--- config.mk ---
export PLATFORM = sky130hd
export DESIGN_NAME = display_share_arbiter_flat
export DESIGN_NICKNAME = d
export VERILOG_FILES = /design/src/rtl/display_share_arbiter_if.sv /design/src/rtl/display_share_arbiter.sv /design/src/flat_wrapper.sv
export SDC_FILE = /design/constraint.sdc
export NUM_CORES = 1
export LEC_CHECK = 0
export ABC_AREA = 1
export BUFFER_PORTS_ARGS = -buffer_cell sky130_fd_sc_hd__buf_2
export CORE_MARGIN = 3
export CORE_UTILIZATION = 46
export CTS_CLUSTER_DIAMETER = 120
export CTS_CLUSTER_SIZE = 16
export DETAILED_ROUTE_END_ITERATION = 8
export PLACE_DENSITY_LB_ADDON = 0.3
export SLEW_MARGIN = 20
export SYNTH_ARGS = -nofsm -noshare
export SYNTH_HDL_FRONTEND = slang
export SYNTH_SLANG_ARGS = --single-unit
--- constraint.sdc ---
create_clock -name ck -period 2.1 [get_ports ck]
set_input_delay 0.105 -clock ck [delete_from_list [all_inputs] [get_ports ck]]
set_output_delay 0.105 -clock ck [all_outputs]
set_load 0.03 [all_outputs]
--- src/rtl/display_share_arbiter_if.sv ---
// Bus between the two display requesters and the display share arbiter.
// Handshake: req[k] is a level request held by requester k for as long as it wants the
// display. grant is one-hot and shows the current owner. A requester may drop req at any
// time to release the display. digits and new_owner are registered outputs of the arbiter.
interface display_share_arbiter_if;
  logic [1:0]  req;
  logic [31:0] data0;
  logic [31:0] data1;
  logic [1:0]  grant;
  logic [31:0] digits;
  logic        new_owner;

  modport master (
    output req, data0, data1,
    input  grant, digits, new_owner
  );

  modport slave (
    input  req, data0, data1,
    output grant, digits, new_owner
  );
endinterface

--- src/rtl/display_share_arbiter.sv ---
// Round-robin owner selection with a minimum-hold timer for the shared eight-digit display.
// The owner's word is registered onto digits one cycle after the grant is decoded.
module display_share_arbiter #(
  parameter int             HOLD_CYCLES  = 100000000,
  parameter int             CW           = 27,
  parameter logic [31:0]    IDLE_PATTERN = 32'h00000000
) (
  input  logic                      ck,
  input  logic                      reset,
  display_share_arbiter_if.slave    bus,
  output logic [1:0]                dbg_state
);

  typedef enum logic [1:0] {
    IDLE = 2'd0,
    G0   = 2'd1,
    G1   = 2'd2
  } state_t;

  localparam logic [CW-1:0] CNT_MAX = CW'(HOLD_CYCLES - 1);

  state_t        state;
  state_t        state_nxt;
  logic [CW-1:0] cnt;
  logic          last;
  logic          expired;
  logic          enter;
  logic          new_owner_q;
  logic [31:0]   digits_q;

  assign expired = (cnt == CNT_MAX);
  // Any move into a grant state, including a direct handover, is an entry.
  assign enter   = (state_nxt != state) && (state_nxt != IDLE);

  always_ff @(posedge ck or posedge reset) begin
    if (reset) begin
      state <= IDLE;
    end else begin
      state <= state_nxt;
    end
  end

  always_comb begin
    state_nxt = state;
    case (state)
      IDLE: begin
        case (bus.req)
          2'b01:   state_nxt = G0;
          2'b10:   state_nxt = G1;
          2'b11:   state_nxt = last ? G0 : G1;
          default: state_nxt = IDLE;
        endcase
      end
      G0: begin
        if (!bus.req[0])                state_nxt = bus.req[1] ? G1 : IDLE;
        else if (expired && bus.req[1]) state_nxt = G1;
        else                            state_nxt = G0;
      end
      G1: begin
        if (!bus.req[1])                state_nxt = bus.req[0] ? G0 : IDLE;
        else if (expired && bus.req[0]) state_nxt = G0;
        else                            state_nxt = G1;
      end
      default: state_nxt = IDLE;
    endcase
  end

  always_ff @(posedge ck or posedge reset) begin
    if (reset) begin
      cnt         <= '0;
      last        <= 1'b1;
      new_owner_q <= 1'b0;
      digits_q    <= IDLE_PATTERN;
    end else begin
      new_owner_q <= enter;
      if (enter) begin
        cnt  <= '0;
        last <= (state_nxt == G1);
      end else if (state != IDLE && !expired) begin
        cnt <= cnt + 1'b1;
      end
      // digits follows the owner that was valid during this cycle.
      case (state)
        G0:      digits_q <= bus.data0;
        G1:      digits_q <= bus.data1;
        default: digits_q <= IDLE_PATTERN;
      endcase
    end
  end

  always_comb begin
    bus.grant     = 2'b00;
    bus.digits    = digits_q;
    bus.new_owner = new_owner_q;
    dbg_state     = state;
    case (state)
      G0:      bus.grant = 2'b01;
      G1:      bus.grant = 2'b10;
      default: bus.grant = 2'b00;
    endcase
  end

endmodule

--- src/flat_wrapper.sv ---
// flat-port wrapper written by rule: the top's interface ports become plain ports
module display_share_arbiter_flat 
#(
  parameter int             HOLD_CYCLES  = 100000000,
  parameter int             CW           = 27,
  parameter logic [31:0]    IDLE_PATTERN = 32'h00000000
)
  (ck, reset, dbg_state, bus_req, bus_data0, bus_data1, bus_grant, bus_digits, bus_new_owner);
  display_share_arbiter_if bus_i ();
  input  logic ck;
  input  logic reset;
  output logic [1:0] dbg_state;
  input wire logic [$bits(bus_i.req)-1:0] bus_req;
  input wire logic [$bits(bus_i.data0)-1:0] bus_data0;
  input wire logic [$bits(bus_i.data1)-1:0] bus_data1;
  output wire logic [$bits(bus_i.grant)-1:0] bus_grant;
  output wire logic [$bits(bus_i.digits)-1:0] bus_digits;
  output wire logic [$bits(bus_i.new_owner)-1:0] bus_new_owner;
  assign bus_i.req = bus_req;
  assign bus_i.data0 = bus_data0;
  assign bus_i.data1 = bus_data1;
  assign bus_grant = bus_i.grant;
  assign bus_digits = bus_i.digits;
  assign bus_new_owner = bus_i.new_owner;
  display_share_arbiter #(.HOLD_CYCLES(HOLD_CYCLES), .CW(CW), .IDLE_PATTERN(IDLE_PATTERN)) u_core (.ck(ck), .reset(reset), .bus(bus_i), .dbg_state(dbg_state));
endmodule
==> flow_summary.json <==
{
  "drive_gt1_frac": 0.363,
  "dr_total_vias": 3082,
  "switching_share_of_power": 0.437,
  "per_cell_routed_wire_length_um": 14.4,
  "holdCritPathClass": "input port to flip-flop",
  "avgSynthCellArea_um2": 8.90,
  "setup_viol": 0,
  "p_int_mw": 3.27,
  "cp.arrival_ns": 2.28,
  "max_fanout_on_critical_path": 3,
  "sort_of_element_at_the_start_of_the_critical_path": "flip-flop",
  "p_comb_frac": 0.530,
  "path_clk_slew_ns": 0.08,
  "async_flop_share": 1.00,
  "maxCapViolCount": 0,
  "grt_antenna_before_repair": 0,
  "path_class": "flip-flop to flip-flop",
  "routed_wirelength_um": 9040,
  "final_hold_violation_count": 0,
  "syn_to_final_growth_pct": 46.0,
  "static-leakage-power_nw": 2.28,
  "topRoutingLayerUsed": "met4",
  "row_count": 29,
  "final_cell_area_um2": 4740,
  "numPortBuffers": 104,
  "ys_seq_elements": 63,
  "io-pin-count": 105,
  "yosys_warnings": 0,
  "synthDominantAreaCellType": "dfrtp_1",
  "p_seq_frac": 0.270,
  "finalHoldWorstSlack_ns": 0.0207,
  "final_replace_weighted_congestion": 0.858,
  "area_of_the_core_region_um2": 6600,
  "drc_errors": 0,
  "met3_wirelength_um": 899,
  "die-height_um": 90.0,
  "power.net_switching_mw": 2.54,
  "dr.pass1.iters": 5,
  "final_net_count": 603,
  "finalWorstSetupSlack_ns": 0.0416,
  "setup_tns_ns": 0,
  "yosys-top-cells-area": "dfrtp_1 48%, nand2_1 12%, nor2_4 6.9%, xor2_1 5.1%, a21oi_1 4.9%",
  "synth.yosys.seq_area_share": 0.486,
  "htree_num_levels": 3,
  "grt_setup_unrepaired": "yes",
  "ctsLongestPathBuffers": 2,
  "cellPowerDensity_nw_per_um2": 1230,
  "detailed_place.area_um2": 3930,
  "cp_data_required_time_ns": 2.32,
  "tritoncts_num_sinks": 63,
  "antenna_cells_inserted": 0,
  "number_of_nets_produced_by_synthesis": 439,
  "clock_buffer_count_from_cts": 9,
  "max_freq_mhz": 486,
  "detail-route-antenna-nets": 0,
  "worst_slew_pin_slew_ns": 0.353,
  "skew_ns": 0.00827,
  "synth_top_area_share": 0.478,
  "peakVddDrop_mv": 0.752,
  "maxSlewHeadroom": 0.763,
  "m1WireLength_um": 3530,
  "violation_count_after_the_first_detailed_routing_iteration": 158,
  "grt_remaining_overflow": 0,
  "final_min_period_over_clock_period": 0.980,
  "maximum_number_of_pins_on_one_net_before_global_route_repair": 64,
  "dieWidth_um": 90.0,
  "synth_cells": 365,
  "via_cell_ratio": 4.92,
  "final_period_minus_worst_setup_slack_ns": 2.06,
  "power.clock.fraction": 0.200,
  "dp_hpwl_um": 5450,
  "dpl_worst_slack_ns": -0.0163,
  "clock_tree_from_tritoncts": "done",
  "syn-cell-area_um2": 3250,
  "result_of_the_run": "completed",
  "clk-insertion-delay-late_ns": 0.34,
  "grt_util_all_layers": 0.229,
  "first_global_vias": 3124,
  "number_of_synthesized_flops_with_an_enable_pin": 0,
  "grt_first_pass_wirelength_um": 15000,
  "start_util": 0.492,
  "endpoint_kind": "flip-flop",
  "final_max_slew_viol_count": 0,
  "dr_wl_met2_um": 4460,
  "synth_flop_cell": "dfrtp_1",
  "fp.dieArea_um2": 8110,
  "clk_root_buffer_cell": "clkbuf_8",
  "synth.distinct_cells": 33
}
repair_timing:
action,in CTS,in global routing
hold buffers,41,1
cloned,1,0
resized for setup,1,24
setup endpoints to repair,14,30
setup buffers,5,3
endpoints found under the hold margin,88,1
pin swaps,2,8
stage by stage:
step,utilization,std cells,power (mW)
after global placement,0.595,561,4.05
after detailed placement,0.595,561,4.09
after floorplan,-,365,3.44
after CTS,0.704,624,5.72
final,0.718,627,5.81
after global routing,0.718,627,6.14
cell type report:
type,instances,area (um^2)
Multi-Input combinational cell,260,1550
Fill cell,450,1860
Sequential cell,63,1580
Tap cell,93,116
Timing Repair Buffer,167,1180
Clock buffer,9,124
Inverter,28,105
Clock inverter,7,96.3
worst max-delay path, stage by stage, from the launching register on:
cell     delay (ns)
dfrtp_1        0.37
ha_2           0.20
nand2_2        0.07
nor2_4         0.14
nand2_4        0.07
nor3_1         0.20
nand4_1        0.21
nor3_2         0.25
nand4_1        0.13
xor2_1         0.25
nor2_4         0.06
Yosys cell counts, types with 2 or more instances:
cell / n
nand2_1: 104
dfrtp_1: 62
a21oi_1: 32
inv_1: 26
nor2_1: 24
nor2_4: 20
xor2_1: 19
nand3_1: 15
clkbuf_1: 10
nand2_2: 8
ha_1: 6
nand4_1: 6
xnor2_1: 5
nor3_1: 4
nor2_2: 3
buf_12: 2
inv_2: 2
o21ai_0: 2
registers in the layout, indices dropped and copies added, names as in the netlist:
name / count
u_core.bus.digits: 32
u_core.cnt: 27
u_core.dbg_state: 2
u_core.bus.new_owner: 1
u_core.last: 1
routing by layer:
layer	up-vias	GRT usage
li1	1473	-
met1	1432	0.285
met2	161	0.373
met3	16	0.0910
met4	0	0.0625
met5	-	0
path summary, 6_finish.rpt:
kind	from	end	slack (ns)	cells past startpoint
hold reg to reg	u_core.last	u_core.last	0.51	2
hold / removal	bus_data0[4]	u_core.bus.digits[4]	0.02	3
max in group asynchronous	reset	u_core.last	1.42	4
setup / recovery	u_core.cnt[1]	u_core.cnt[26]	0.04	10
setup reg to reg	u_core.cnt[1]	u_core.cnt[26]	0.04	10
min in group asynchronous	reset	u_core.bus.digits[10]	0.39	4
power groups by stage:
stage / sequential [mW] / combinational (mW) / clock (mW)
final: 1.57 / 3.08 / 1.16
after global routing: 1.60 / 3.29 / 1.25
after CTS: 1.57 / 2.97 / 1.19
after detailed placement: 1.59 / 2.50 / 0
after global placement: 1.58 / 2.47 / 0
after floorplan: 2.08 / 1.36 / 0
placed cells by master (no fill, tap or decap), types with 2 or more instances in the layout:
master | synthesis | final
nor3_2 | 1 | 2
nand2_2 | 8 | 8
xor2_1 | 19 | 19
ha_2 | 0 | 2
a21oi_1 | 32 | 32
inv_1 | 26 | 25
buf_6 | 0 | 2
nand2_4 | 1 | 3
dfrtp_1 | 62 | 62
bufinv_16 | 0 | 2
buf_12 | 2 | 4
o21ai_0 | 2 | 2
inv_2 | 2 | 3
nor3_1 | 4 | 3
nor2_1 | 24 | 16
clkinv_4 | 0 | 2
clkinv_2 | 0 | 2
dlygate4sd3_1 | 0 | 42
buf_2 | 1 | 104
nand3_1 | 15 | 15
nand2_1 | 104 | 102
ha_1 | 6 | 4
nand4_1 | 6 | 6
buf_4 | 1 | 14
nor2_2 | 3 | 6
nor2_4 | 20 | 25
xnor2_1 | 5 | 5
clkbuf_8 | 0 | 9
cells by family (layout without fill, tap and decap cells):
| group | count (synthesis) | after routing | share of synthesized area |
|---|---|---|---|
| fa+ha+maj | 6 | 6 | 0.0231 |
| xor+xnor | 24 | 24 | 0.0647 |
| simple gates | 191 | 191 | 0.301 |
| compound gates | 38 | 38 | 0.0620 |
| mux | 1 | 1 | 0.00308 |
| buf+inv | 42 | 211 | 0.0601 |
| flops | 63 | 63 | 0.486 |
Power figures use the tool's default switching activity.
